**src/rtl/spi93_pkg.sv**
```systemverilog
// Shared opcodes, extended sub-codes and FSM encoding for the 93LC46 (x8)
// Microwire responder.
package spi93_pkg;

    localparam logic [1:0] OP_EXT   = 2'b00;
    localparam logic [1:0] OP_WRITE = 2'b01;
    localparam logic [1:0] OP_READ  = 2'b10;
    localparam logic [1:0] OP_ERASE = 2'b11;

    // Extended codes live in the two address MSBs when the opcode is 00
    localparam logic [1:0] EXT_EWDS = 2'b00;
    localparam logic [1:0] EXT_WRAL = 2'b01;
    localparam logic [1:0] EXT_ERAL = 2'b10;
    localparam logic [1:0] EXT_EWEN = 2'b11;

    typedef enum logic [2:0] {
        ST_IDLE,
        ST_START,
        ST_OPC,
        ST_ADDR,
        ST_DIN,
        ST_DOUT,
        ST_PROG
    } state_t;

    typedef enum logic [1:0] {
        CMD_WRITE,
        CMD_ERASE,
        CMD_WRAL,
        CMD_ERAL
    } cmd_t;

endpackage

```
**src/rtl/sync_edge.sv**
```systemverilog
// Two-flop synchronizer for an asynchronous bus pin, with an optional
// rise-edge strobe taken from a third register.
module sync_edge #(
    parameter bit RISE_EN = 1'b1
) (
    input  logic clk,
    input  logic rst_n,
    input  logic d,
    output logic q,
    output logic re
);

    logic sync_p0, sync_p1, sync_p2;

    always_ff @(posedge clk) begin
        if (!rst_n) begin
            sync_p0 <= 1'b0;
            sync_p1 <= 1'b0;
            sync_p2 <= 1'b0;
        end else begin
            sync_p0 <= d;
            sync_p1 <= sync_p0;
            sync_p2 <= sync_p1;
        end
    end

    assign q  = sync_p1;
    assign re = RISE_EN ? (sync_p1 & ~sync_p2) : 1'b0;

endmodule

```
**src/rtl/spi_93lc46_slave.sv**
```systemverilog
// 93LC46 (x8) Microwire EEPROM responder with busy/ready program cycle.
// Optional bulk ERAL/WRAL opcodes are built when SPI93_BULK_EN is defined.
module spi_93lc46_slave
    import spi93_pkg::*;
#(
    parameter int ADDR_W       = 7,
    parameter int DATA_W       = 8,
    parameter int WRITE_CYCLES = 250000
) (
    input  logic Clk,
    input  logic Rst_n,
    input  logic cs,
    input  logic sck,
    input  logic mo,
    output logic mi,
    output logic busy,
    output logic ewen
);

    localparam int DEPTH  = 1 << ADDR_W;
    localparam int MAXB   = (ADDR_W > DATA_W) ? ADDR_W : DATA_W;
    localparam int CNT_W  = $clog2(MAXB) + 1;
    localparam int PCNT_W = $clog2(WRITE_CYCLES + 1);

    logic cs_s, sck_re, mo_s;
    logic unused_cs_re, unused_mo_re, unused_sck_s;

    sync_edge #(.RISE_EN(1'b0)) u_sync_cs (
        .clk(Clk), .rst_n(Rst_n), .d(cs), .q(cs_s), .re(unused_cs_re)
    );
    sync_edge #(.RISE_EN(1'b1)) u_sync_sck (
        .clk(Clk), .rst_n(Rst_n), .d(sck), .q(unused_sck_s), .re(sck_re)
    );
    sync_edge #(.RISE_EN(1'b0)) u_sync_mo (
        .clk(Clk), .rst_n(Rst_n), .d(mo), .q(mo_s), .re(unused_mo_re)
    );

    state_t              state, state_nxt;
    cmd_t                cmd, cmd_nxt;
    logic                armed, armed_nxt;
    logic                done, done_nxt;
    logic [CNT_W-1:0]    bit_cnt, bit_cnt_nxt;
    logic [1:0]          opc, opc_nxt;
    logic [ADDR_W-1:0]   addr, addr_nxt;
    logic [DATA_W-1:0]   sreg, sreg_nxt;
    logic [PCNT_W-1:0]   prog_cnt, prog_cnt_nxt;
    logic                mi_nxt, busy_nxt, ewen_nxt;
`ifdef SPI93_BULK_EN
    logic                sweeping, sweeping_nxt;
    logic [ADDR_W-1:0]   sweep_a, sweep_a_nxt;
`endif

    logic                mem_we;
    logic [ADDR_W-1:0]   mem_wa;
    logic [DATA_W-1:0]   mem_wd;
    logic [ADDR_W-1:0]   addr_full, addr_inc;

    // Non-volatile emulation: contents survive reset, erased at power-up
    logic [DATA_W-1:0]   mem [DEPTH] = '{default: {DATA_W{1'b1}}};

    assign addr_full = {addr[ADDR_W-2:0], mo_s};
    assign addr_inc  = addr + 1'b1;

    always_comb begin
        state_nxt    = state;
        cmd_nxt      = cmd;
        armed_nxt    = armed;
        done_nxt     = done;
        bit_cnt_nxt  = bit_cnt;
        opc_nxt      = opc;
        addr_nxt     = addr;
        sreg_nxt     = sreg;
        prog_cnt_nxt = prog_cnt;
        mi_nxt       = mi;
        busy_nxt     = busy;
        ewen_nxt     = ewen;
        mem_we       = 1'b0;
        mem_wa       = addr;
        mem_wd       = sreg;
`ifdef SPI93_BULK_EN
        sweeping_nxt = sweeping;
        sweep_a_nxt  = sweep_a;
`endif

        // A cs drop beats any coincident sck edge
        if (state != ST_IDLE && state != ST_PROG && !cs_s) begin
            mi_nxt       = 1'b1;
            armed_nxt    = 1'b0;
            done_nxt     = 1'b0;
            prog_cnt_nxt = '0;
`ifdef SPI93_BULK_EN
            sweeping_nxt = 1'b0;
`endif
            if (armed && ewen) begin
                state_nxt = ST_PROG;
                busy_nxt  = 1'b1;
            end else begin
                state_nxt = ST_IDLE;
            end
        end else begin
            case (state)
                ST_IDLE: begin
                    mi_nxt = 1'b1;
                    if (cs_s && !busy) begin
                        state_nxt   = ST_START;
                        bit_cnt_nxt = '0;
                        armed_nxt   = 1'b0;
                        done_nxt    = 1'b0;
                    end
                end
                ST_START: begin
                    mi_nxt = 1'b1;
                    if (sck_re && mo_s) begin
                        state_nxt   = ST_OPC;
                        bit_cnt_nxt = '0;
                    end
                end
                ST_OPC: begin
                    if (sck_re) begin
                        opc_nxt = {opc[0], mo_s};
                        if (bit_cnt == CNT_W'(1)) begin
                            state_nxt   = ST_ADDR;
                            bit_cnt_nxt = '0;
                        end else begin
                            bit_cnt_nxt = bit_cnt + 1'b1;
                        end
                    end
                end
                ST_ADDR: begin
                    if (sck_re && !done) begin
                        addr_nxt    = addr_full;
                        bit_cnt_nxt = bit_cnt + 1'b1;
                        if (bit_cnt == CNT_W'(ADDR_W - 1)) begin
                            bit_cnt_nxt = '0;
                            case (opc)
                                OP_READ: begin
                                    state_nxt = ST_DOUT;
                                    sreg_nxt  = mem[addr_full];
                                    mi_nxt    = 1'b0;
                                end
                                OP_WRITE: begin
                                    state_nxt = ST_DIN;
                                    cmd_nxt   = CMD_WRITE;
                                end
                                OP_ERASE: begin
                                    cmd_nxt   = CMD_ERASE;
                                    armed_nxt = 1'b1;
                                    done_nxt  = 1'b1;
                                end
                                default: begin
                                    done_nxt = 1'b1;
                                    case (addr_full[ADDR_W-1 -: 2])
                                        EXT_EWEN: ewen_nxt = 1'b1;
                                        EXT_EWDS: ewen_nxt = 1'b0;
`ifdef SPI93_BULK_EN
                                        EXT_ERAL: begin
                                            cmd_nxt   = CMD_ERAL;
                                            armed_nxt = 1'b1;
                                        end
                                        EXT_WRAL: begin
                                            state_nxt = ST_DIN;
                                            cmd_nxt   = CMD_WRAL;
                                            done_nxt  = 1'b0;
                                        end
`endif
                                        default: ;
                                    endcase
                                end
                            endcase
                        end
                    end
                end
                ST_DIN: begin
                    if (sck_re && !done) begin
                        sreg_nxt    = {sreg[DATA_W-2:0], mo_s};
                        bit_cnt_nxt = bit_cnt + 1'b1;
                        if (bit_cnt == CNT_W'(DATA_W - 1)) begin
                            armed_nxt = 1'b1;
                            done_nxt  = 1'b1;
                        end
                    end
                end
                ST_DOUT: begin
                    if (sck_re) begin
                        mi_nxt   = sreg[DATA_W-1];
                        sreg_nxt = {sreg[DATA_W-2:0], 1'b0};
                        if (bit_cnt == CNT_W'(DATA_W - 1)) begin
                            // Sequential read: next word follows without a dummy bit
                            bit_cnt_nxt = '0;
                            addr_nxt    = addr_inc;
                            sreg_nxt    = mem[addr_inc];
                        end else begin
                            bit_cnt_nxt = bit_cnt + 1'b1;
                        end
                    end
                end
                ST_PROG: begin
                    mi_nxt = !cs_s;
`ifdef SPI93_BULK_EN
                    if (sweeping) begin
                        mem_we      = 1'b1;
                        mem_wa      = sweep_a;
                        mem_wd      = (cmd == CMD_ERAL) ? {DATA_W{1'b1}} : sreg;
                        sweep_a_nxt = sweep_a + 1'b1;
                        if (sweep_a == {ADDR_W{1'b1}}) begin
                            sweeping_nxt = 1'b0;
                            state_nxt    = ST_IDLE;
                            busy_nxt     = 1'b0;
                            mi_nxt       = 1'b1;
                        end
                    end else
`endif
                    if (prog_cnt == PCNT_W'(WRITE_CYCLES - 1)) begin
`ifdef SPI93_BULK_EN
                        if (cmd == CMD_WRAL || cmd == CMD_ERAL) begin
                            sweeping_nxt = 1'b1;
                            sweep_a_nxt  = '0;
                        end else
`endif
                        begin
                            mem_we    = 1'b1;
                            mem_wd    = (cmd == CMD_ERASE) ? {DATA_W{1'b1}} : sreg;
                            state_nxt = ST_IDLE;
                            busy_nxt  = 1'b0;
                            mi_nxt    = 1'b1;
                        end
                    end else begin
                        prog_cnt_nxt = prog_cnt + 1'b1;
                    end
                end
                default: state_nxt = ST_IDLE;
            endcase
        end
    end

    always_ff @(posedge Clk) begin
        if (!Rst_n) begin
            state    <= ST_IDLE;
            cmd      <= CMD_WRITE;
            armed    <= 1'b0;
            done     <= 1'b0;
            bit_cnt  <= '0;
            opc      <= '0;
            addr     <= '0;
            sreg     <= '0;
            prog_cnt <= '0;
            mi       <= 1'b1;
            busy     <= 1'b0;
            ewen     <= 1'b0;
`ifdef SPI93_BULK_EN
            sweeping <= 1'b0;
            sweep_a  <= '0;
`endif
        end else begin
            state    <= state_nxt;
            cmd      <= cmd_nxt;
            armed    <= armed_nxt;
            done     <= done_nxt;
            bit_cnt  <= bit_cnt_nxt;
            opc      <= opc_nxt;
            addr     <= addr_nxt;
            sreg     <= sreg_nxt;
            prog_cnt <= prog_cnt_nxt;
            mi       <= mi_nxt;
            busy     <= busy_nxt;
            ewen     <= ewen_nxt;
`ifdef SPI93_BULK_EN
            sweeping <= sweeping_nxt;
            sweep_a  <= sweep_a_nxt;
`endif
        end
    end

    // Reset during a program cycle must leave the array untouched
    always_ff @(posedge Clk) begin
        if (mem_we && Rst_n)
            mem[mem_wa] <= mem_wd;
    end

endmodule

```
**config.mk**
```make
export PLATFORM = sky130hd
export DESIGN_NAME = spi_93lc46_slave
export DESIGN_NICKNAME = d
export VERILOG_FILES = /design/src/rtl/spi93_pkg.sv /design/src/rtl/sync_edge.sv /design/src/rtl/spi_93lc46_slave.sv
export SDC_FILE = /design/constraint.sdc
export NUM_CORES = 2
export LEC_CHECK = 0
export ABC_AREA = 0
export BUFFER_PORTS_ARGS = -buffer_cell sky130_fd_sc_hd__buf_2
export CORE_MARGIN = 4
export CORE_UTILIZATION = 50
export CTS_CLUSTER_SIZE = 24
export DETAILED_ROUTE_END_ITERATION = 10
export PLACE_DENSITY_LB_ADDON = 0.2
export SETUP_SLACK_MARGIN = 0.05
export SYNTH_ARGS = -nofsm -noshare
export SYNTH_HDL_FRONTEND = slang
export SYNTH_SLANG_ARGS = --single-unit
export TNS_END_PERCENT = 1
```
**constraint.sdc**
```tcl
create_clock -name Clk -period 5.7 [get_ports Clk]
set_input_delay 1.14 -clock Clk [delete_from_list [all_inputs] [get_ports Clk]]
set_output_delay 1.14 -clock Clk [all_outputs]
set_load 0.02 [all_outputs]
```
# Yosys cells after proc, flatten, opt, wreduce, memory -nomap -nowiden
# Memory sizes are Yosys's and may differ from the RTL's.
# Index checks and enable logic that the tools add are counted.
# totals
latch_bits	0
rom_bits	0
output_inout_bits	3
register_bits	56
elab_cells	170
input_bits	5
n_memories	1
ram_bits	1024
# memory_table
name	depth	word_bits	rd	rd_clocked_by_memory_dff	write_ports	line_no	text
mem	128	8	2	0	1	spi_93lc46_slave.sv:59	logic [DATA_W-1:0] mem [DEPTH] = '{default: {DATA_W{1'b1}}};
# op_classes
bitwise_logic	6
n_shift	0
n_mux	64
div_mod_pow	0
reduce_logical	39
mul	0
n_eq_ne	38
n_addsub	3
magnitude_cmp	0
# ops
cell	n
2-to-1 mux 8 bit	10
2-to-1 mux 4 bit	9
2-to-1 mux 3 bit	9
inequality test 2 bit, second input constant	12
inequality test 3 bit, second input constant	8
one-hot mux 4 bit (6 select lines)	1
one-hot mux 8 bit (3 select lines)	1
2-to-1 mux 1 bit	23
2-to-1 mux 7 bit	3
AND reduction 7 bit	3
adder 18 x 1 -> 18 bit, second input constant	1
equality test 18 bit, second input constant	1
one-hot mux 3 bit (6 select lines)	1
AND reduction 5 bit	3
one-hot mux 7 bit (2 select lines)	1
nonzero test 2 bit	5
equality test 3 bit, second input constant	3
AND reduction 9 bit	1
nonzero test 3 bit	3
equality test 4 x 3 -> 1 bit, second input constant	2
AND reduction 8 bit	1
OR reduction 2 bit	4
adder 7 x 1 -> 7 bit, second input constant	1
logical AND 1 bit	7
other kinds (24)	37

# Longest topological paths before layout
# depth
ltp_word	7
depth_mapped	13

# Cells and area by module
# Synthesis repeated with hierarchy kept, for this count alone.
# unflattened
hier_cells	2725
hier_area_um2	50920.1
# by_module_without_submodules
mod	area_each_um2	n_inst	cells_per_inst
spi_93lc46_slave	50699.9	1	2706
sync_edge (u_sync_cs ...)	63.8	2	6
sync_edge (u_sync_sck)	92.6	1	7

# Worst setup path after synthesis
# Ideal clock, no wire load.
# synth_timing
kind	register to register
start	reg prog_cnt[4]
end	mem mem[0][1] (data pin)
period_less_slack_ps	3369
setup_ps	551
t_required_ps	5149
t_arrival_ps	2818
path_slack_ps	2331
path_stages_with_launch	6
cell_sequence	dfxtp_1 > nor4b_1 > nand3_1 > nor3_1 > nand3_1 > nand2b_1
# synth_between
elab_chain_cells	4
# synth_lines
item	line_no	text
start: declaration	spi_93lc46_slave.sv:46	logic [PCNT_W-1:0] prog_cnt, prog_cnt_nxt;
start signal: assignment	spi_93lc46_slave.sv:263	prog_cnt <= prog_cnt_nxt;
equality test 18 bit	spi_93lc46_slave.sv:213	if (prog_cnt == PCNT_W'(WRITE_CYCLES - 1)) begin
2-to-1 mux 8 bit	spi_93lc46_slave.sv:213	
2-to-1 mux 8 bit	spi_93lc46_slave.sv:101	case (state)
2-to-1 mux 8 bit	spi_93lc46_slave.sv:86	if (state != ST_IDLE && state != ST_PROG && !cs_s) begin
via mem_wd[1]	spi_93lc46_slave.sv:55	logic [DATA_W-1:0] mem_wd;
end: declaration	spi_93lc46_slave.sv:59	
# The timed path passes the listed nets, and every way through them passes these cells.

# Worst setup path in the final report
# layout_timing
start	reg state[1]
end	mem mem[35][5], enable pin
# layout_between
elab_chain_cells	7
word_cells_on_any_way	10
classes_between	eq/ne (2); mux (4); reduce/logical (4)
# layout_lines
item	line_no	text
start: declaration	spi_93lc46_slave.sv:38	state_t state, state_nxt;
start signal: assignment	spi_93lc46_slave.sv:255	state <= state_nxt;
inequality test 3 bit / nonzero test 3 bit (equally long branches)	spi_93lc46_slave.sv:86	
logical AND 1 bit (2 in a row)	spi_93lc46_slave.sv:86	
2-to-1 mux 1 bit (*)	spi_93lc46_slave.sv:86	
logical AND 1 bit (*)	spi_93lc46_slave.sv:276	if (mem_we && Rst_n)
2-to-1 mux 1 bit (*)	spi_93lc46_slave.sv:276	
2-to-1 mux 1 bit (implied by the code) (*)	spi_93lc46_slave.sv:277	mem[mem_wa] <= mem_wd;
# Every way passes the cells marked *; elsewhere a longest branch is shown, timed or not.

==> summary.md <==
The run finished with clean final reports. After synthesis, flip-flops and latches occupy 62.11% of the total area. The cell type group with the largest total delay on the critical path is simple AND/OR/NAND/NOR gates. Detailed routing inserted a total of 30.18k vias. The tools report the maximum number of pins on one net before global-route repair as 138. Clock tree synthesis inserted a total of 110 buffers. The highest ir drop seen on vdd came out at 0.0002186 V. Once placement finished, the instance area stood at 52,880 um^2.

STA puts the critical path data required time at 6030 ps. TritonCTS built the clock tree. The root buffer cell chosen for the clock tree is clkbuf_16.

After detailed routing, the total wire length is 155.2 mm. The count of pins over their slew limit came out at 0. After detailed routing, the number of remaining DRC violations is 0. The first TritonRoute pass finished after 8 iterations. The worst-case headroom to the max-slew limit is 11.20%, and the total number of placement rows is 117. The fraction of final layout cells with drive strength greater than 1 is 29.50%. The post-CTS repair timing setup buffer count was 0; the number of warning messages in the yosys log was 0.

The critical path goes through nor2b_1 -> nand2_1 -> nor4_1 -> buf_4 -> and3_1 -> nand2_2 -> nor2_1. Synthesis instantiated 69 different standard cells from the library. The congestion estimate from routability-driven global placement came to 0.9480. The final number of hold-violating endpoints was 0; the clock-pin slew of the registers on the worst-case setup and hold paths was 60 ps.

At the pin with the least slew margin, the transition time is 1298 ps. Clock skew after layout: 30.26 ps. The cell count after synthesis came out at 2,795. The die is 328.3 um wide.

The tools report the level count of the clock H-tree as 3. The buffers plus inverters on the worst setup path was 1; the number of antenna violations at the first check in global routing was 3. Based on the critical path, the design can be clocked at up to 233.7 MHz.

The detailed router's first-iteration violation count is 4,413. Setup repair after global routing left no endpoint under its margin. Across every metal layer, demand over resource in global routing totals 29.05%. The run gives 710 ps as the later-pin clock latency in the skew report. The detailed placer's ending HPWL is 101.7 mm.

The worst path needs 4279 ps of the cycle, external delays included. After filler insertion, the fill cell instance count of the layout stands at 7,638. Final hold analysis gives a worst-case slack of 439.2 ps. A synthesized cell averages 18.35 um^2.

Hold repair after CTS inserted 0 buffers. Counting flops with a built-in enable in the synthesized netlist gives 1,024. The count of input and output buffers is 7. Registers take 31,870 um^2. Path type of the worst min-delay path: register to register. The cell area that synthesis handed to floorplanning was 51,280 um^2. For the effective utilization at floorplan, the log shows 50.40%.

The startpoint kind of the worst setup timing path was a register. The clock sink total was 1,079; the endpoint arrival time on the critical path was 4610 ps. For this run, the slowest stage of the critical path takes 980 ps. Summed over all layers, the global routing overflow is 0. The slowest cell on the critical path was nor2_1. After detailed routing, the average wire length per cell comes to 36.43 um.

The die is 328.3 um tall. The via count of the first global-routing pass came out at 29.72k. The run gives 2,815 as the final net count.

The total area inside the core boundary comes to 101,700 um^2. The average via count per standard cell is 7.082, and the ratio of final minimum period to clock period is 75.07%. For the final routed database, the setup TNS stands at 0 ps. The biggest fanout along the worst timing path was 16; the residual antenna-violating net count after detailed routing was 0. The area occupied by multi-input gates came out at 18,310 um^2. For the synthesized net count, the log shows 2,811. Setup violations remaining at the end of the flow were counted as 0. The first global-routing pass estimated 222.4 mm of wire. Once layout is done, the placed cells without fillers occupy 56,520 um^2. Total power for the finished layout comes to 16.20 mW. The tools report the kind of end point of the critical path as a register. After clock tree synthesis, the repair step resized 0 gates.

Cells fill 55.55% of the core in the end. The count of pins on the block boundary is 8. In the synthesized netlist the dominant register cell turns out to be edfxtp_1.

Across the run, the number of max-cap violations was 0. Counting along the longest clock path gives a buffer depth of 3. In the synthesized netlist the async set-or-reset flop fraction comes to 0%. The flop and latch count out of synthesis was 1,079; the overall die area was 107,800 um^2.

Summed over all cells, the static leakage comes to 17.87 nW. Dividing total power by cell area gives a power density of 286.7 nW/um^2. The setup path with the least slack is of type register to register. From synthesis to final layout, the design area changed by 10.22%.
metal layers:
layer	part of all wire (%)	up-vias	GRT usage (%)
li1	-	11790	-
met1	37	15830	39.98
met2	45	2183	43.22
met3	13	371	9.907
met4	4.8	0	11.39
met5	0	-	0
per-stage QoR:
step	setup WS, ps	instances
global route	1275	4260
floorplan	2331	2795
finish	1421	4261
CTS	1514	4260
detailed placement	1546	4055
global placement	1573	4055
layout by cell type, fill, tap and decap left out, types with 8 or more instances in the layout:
cell	synthesis	final
o31ai_1	9	9
nand3_1	45	45
ha_1	11	10
clkinv_1	2	24
clkinv_2	0	25
nand2_1	142	138
a31oi_1	12	12
a2111oi_0	8	8
nor3_1	17	17
mux2i_1	95	95
edfxtp_1	1024	1024
o21ai_0	49	49
nand4_1	10	10
inv_1	15	14
xor2_1	15	14
dfxtp_1	55	49
buf_12	2	16
o211ai_1	11	11
nand2b_1	17	9
and2_1	17	17
a22oi_1	42	42
buf_4	53	76
mux4_2	544	544
nand2b_4	0	8
nor2_1	200	197
a211oi_1	9	9
a21boi_0	11	11
a21oi_1	54	53
nor2b_1	24	19
a221oi_1	14	13
a311oi_1	8	8
bufinv_16	0	15
clkbuf_16	0	111
clkbuf_1	54	22
and3_1	12	12
Yosys cell counts (14+ instances only):
| library cell | n | area share [%] |
|---|---|---|
| a21oi_1 | 54 | 0.53 |
| a221oi_1 | 14 | 0.24 |
| a22oi_1 | 42 | 0.61 |
| and2_1 | 17 | 0.21 |
| buf_2 | 73 | 0.71 |
| buf_4 | 53 | 0.78 |
| buf_6 | 15 | 0.33 |
| clkbuf_1 | 54 | 0.40 |
| dfxtp_1 | 55 | 2.1 |
| edfxtp_1 | 1024 | 60 |
| inv_1 | 15 | 0.11 |
| mux2i_1 | 95 | 1.9 |
| mux4_2 | 544 | 24 |
| nand2_1 | 142 | 1.0 |
| nand2b_1 | 17 | 0.21 |
| nand3_1 | 45 | 0.44 |
| nor2_1 | 200 | 1.5 |
| nor2b_1 | 24 | 0.29 |
| nor3_1 | 17 | 0.17 |
| o21ai_0 | 49 | 0.48 |
| xor2_1 | 15 | 0.26 |
worst reg2reg max path: stages, from the launching register on:
cell and delay [ps]:
dfxtp_1 610, nor2b_1 360, nand2_1 120, nor4_1 710, buf_4 270, and3_1 270
nand2_2 600, nor2_1 990
area by class of cell:
type,count,share of cell area (%)
clock inverter,72,1.384
tap,1368,3.028
inverter,17,0.1151
timing repair buffer,99,1.638
antenna,1,0.004427
clock buffer,133,5.061
multi-input combinational,1492,32.39
sequential,1079,56.38
sequential cells by signal, summed over array words and instances (netlist names):
register	flops
opc	2
u_sync_cs.q	1
cmd	1
bit_cnt	4
u_sync_sck.sync_p2	1
u_sync_cs.sync_p0	1
u_sync_sck.q	1
addr	7
u_sync_sck.sync_p0	1
mem	1024
ewen	1
u_sync_mo.sync_p0	1
prog_cnt	18
armed	1
u_sync_mo.q	1
state	3
sreg	8
busy	1
done	1
mi	1
worst paths after layout:
check | cells past startpoint | slack (ps) | end | from
setup reg to reg | 7 | 1420 | mem[35][5] | state[1]
setup / recovery | 7 | 1420 | mem[35][5] | state[1]
hold reg to reg | 1 | 440 | u_sync_sck.q | u_sync_sck.sync_p0
hold / removal | 1 | 440 | u_sync_sck.q | u_sync_sck.sync_p0
cells by family after synthesis:
| logic type | count (synthesis) | share of synthesized area, % |
|---|---|---|
| fa+ha+maj | 11 | 0.2684 |
| mux | 652 | 26.21 |
| flops | 1079 | 62.11 |
| compound gates | 289 | 3.896 |
| simple gates | 514 | 4.528 |
| xor+xnor | 26 | 0.4807 |
| buf+inv | 224 | 2.511 |
power by group:
part / leakage, nW / total [mW] / switching, mW / internal, mW
Combinational: 4.94 / 0.262 / 0.165 / 0.0977
Sequential: 11.1 / 8.57 / 0.0170 / 8.55
Clock: 1.78 / 7.37 / 3.12 / 4.26
Total: 17.9 / 16.2 / 3.30 / 12.9
Note: power is estimated with default switching activity, not from simulation.
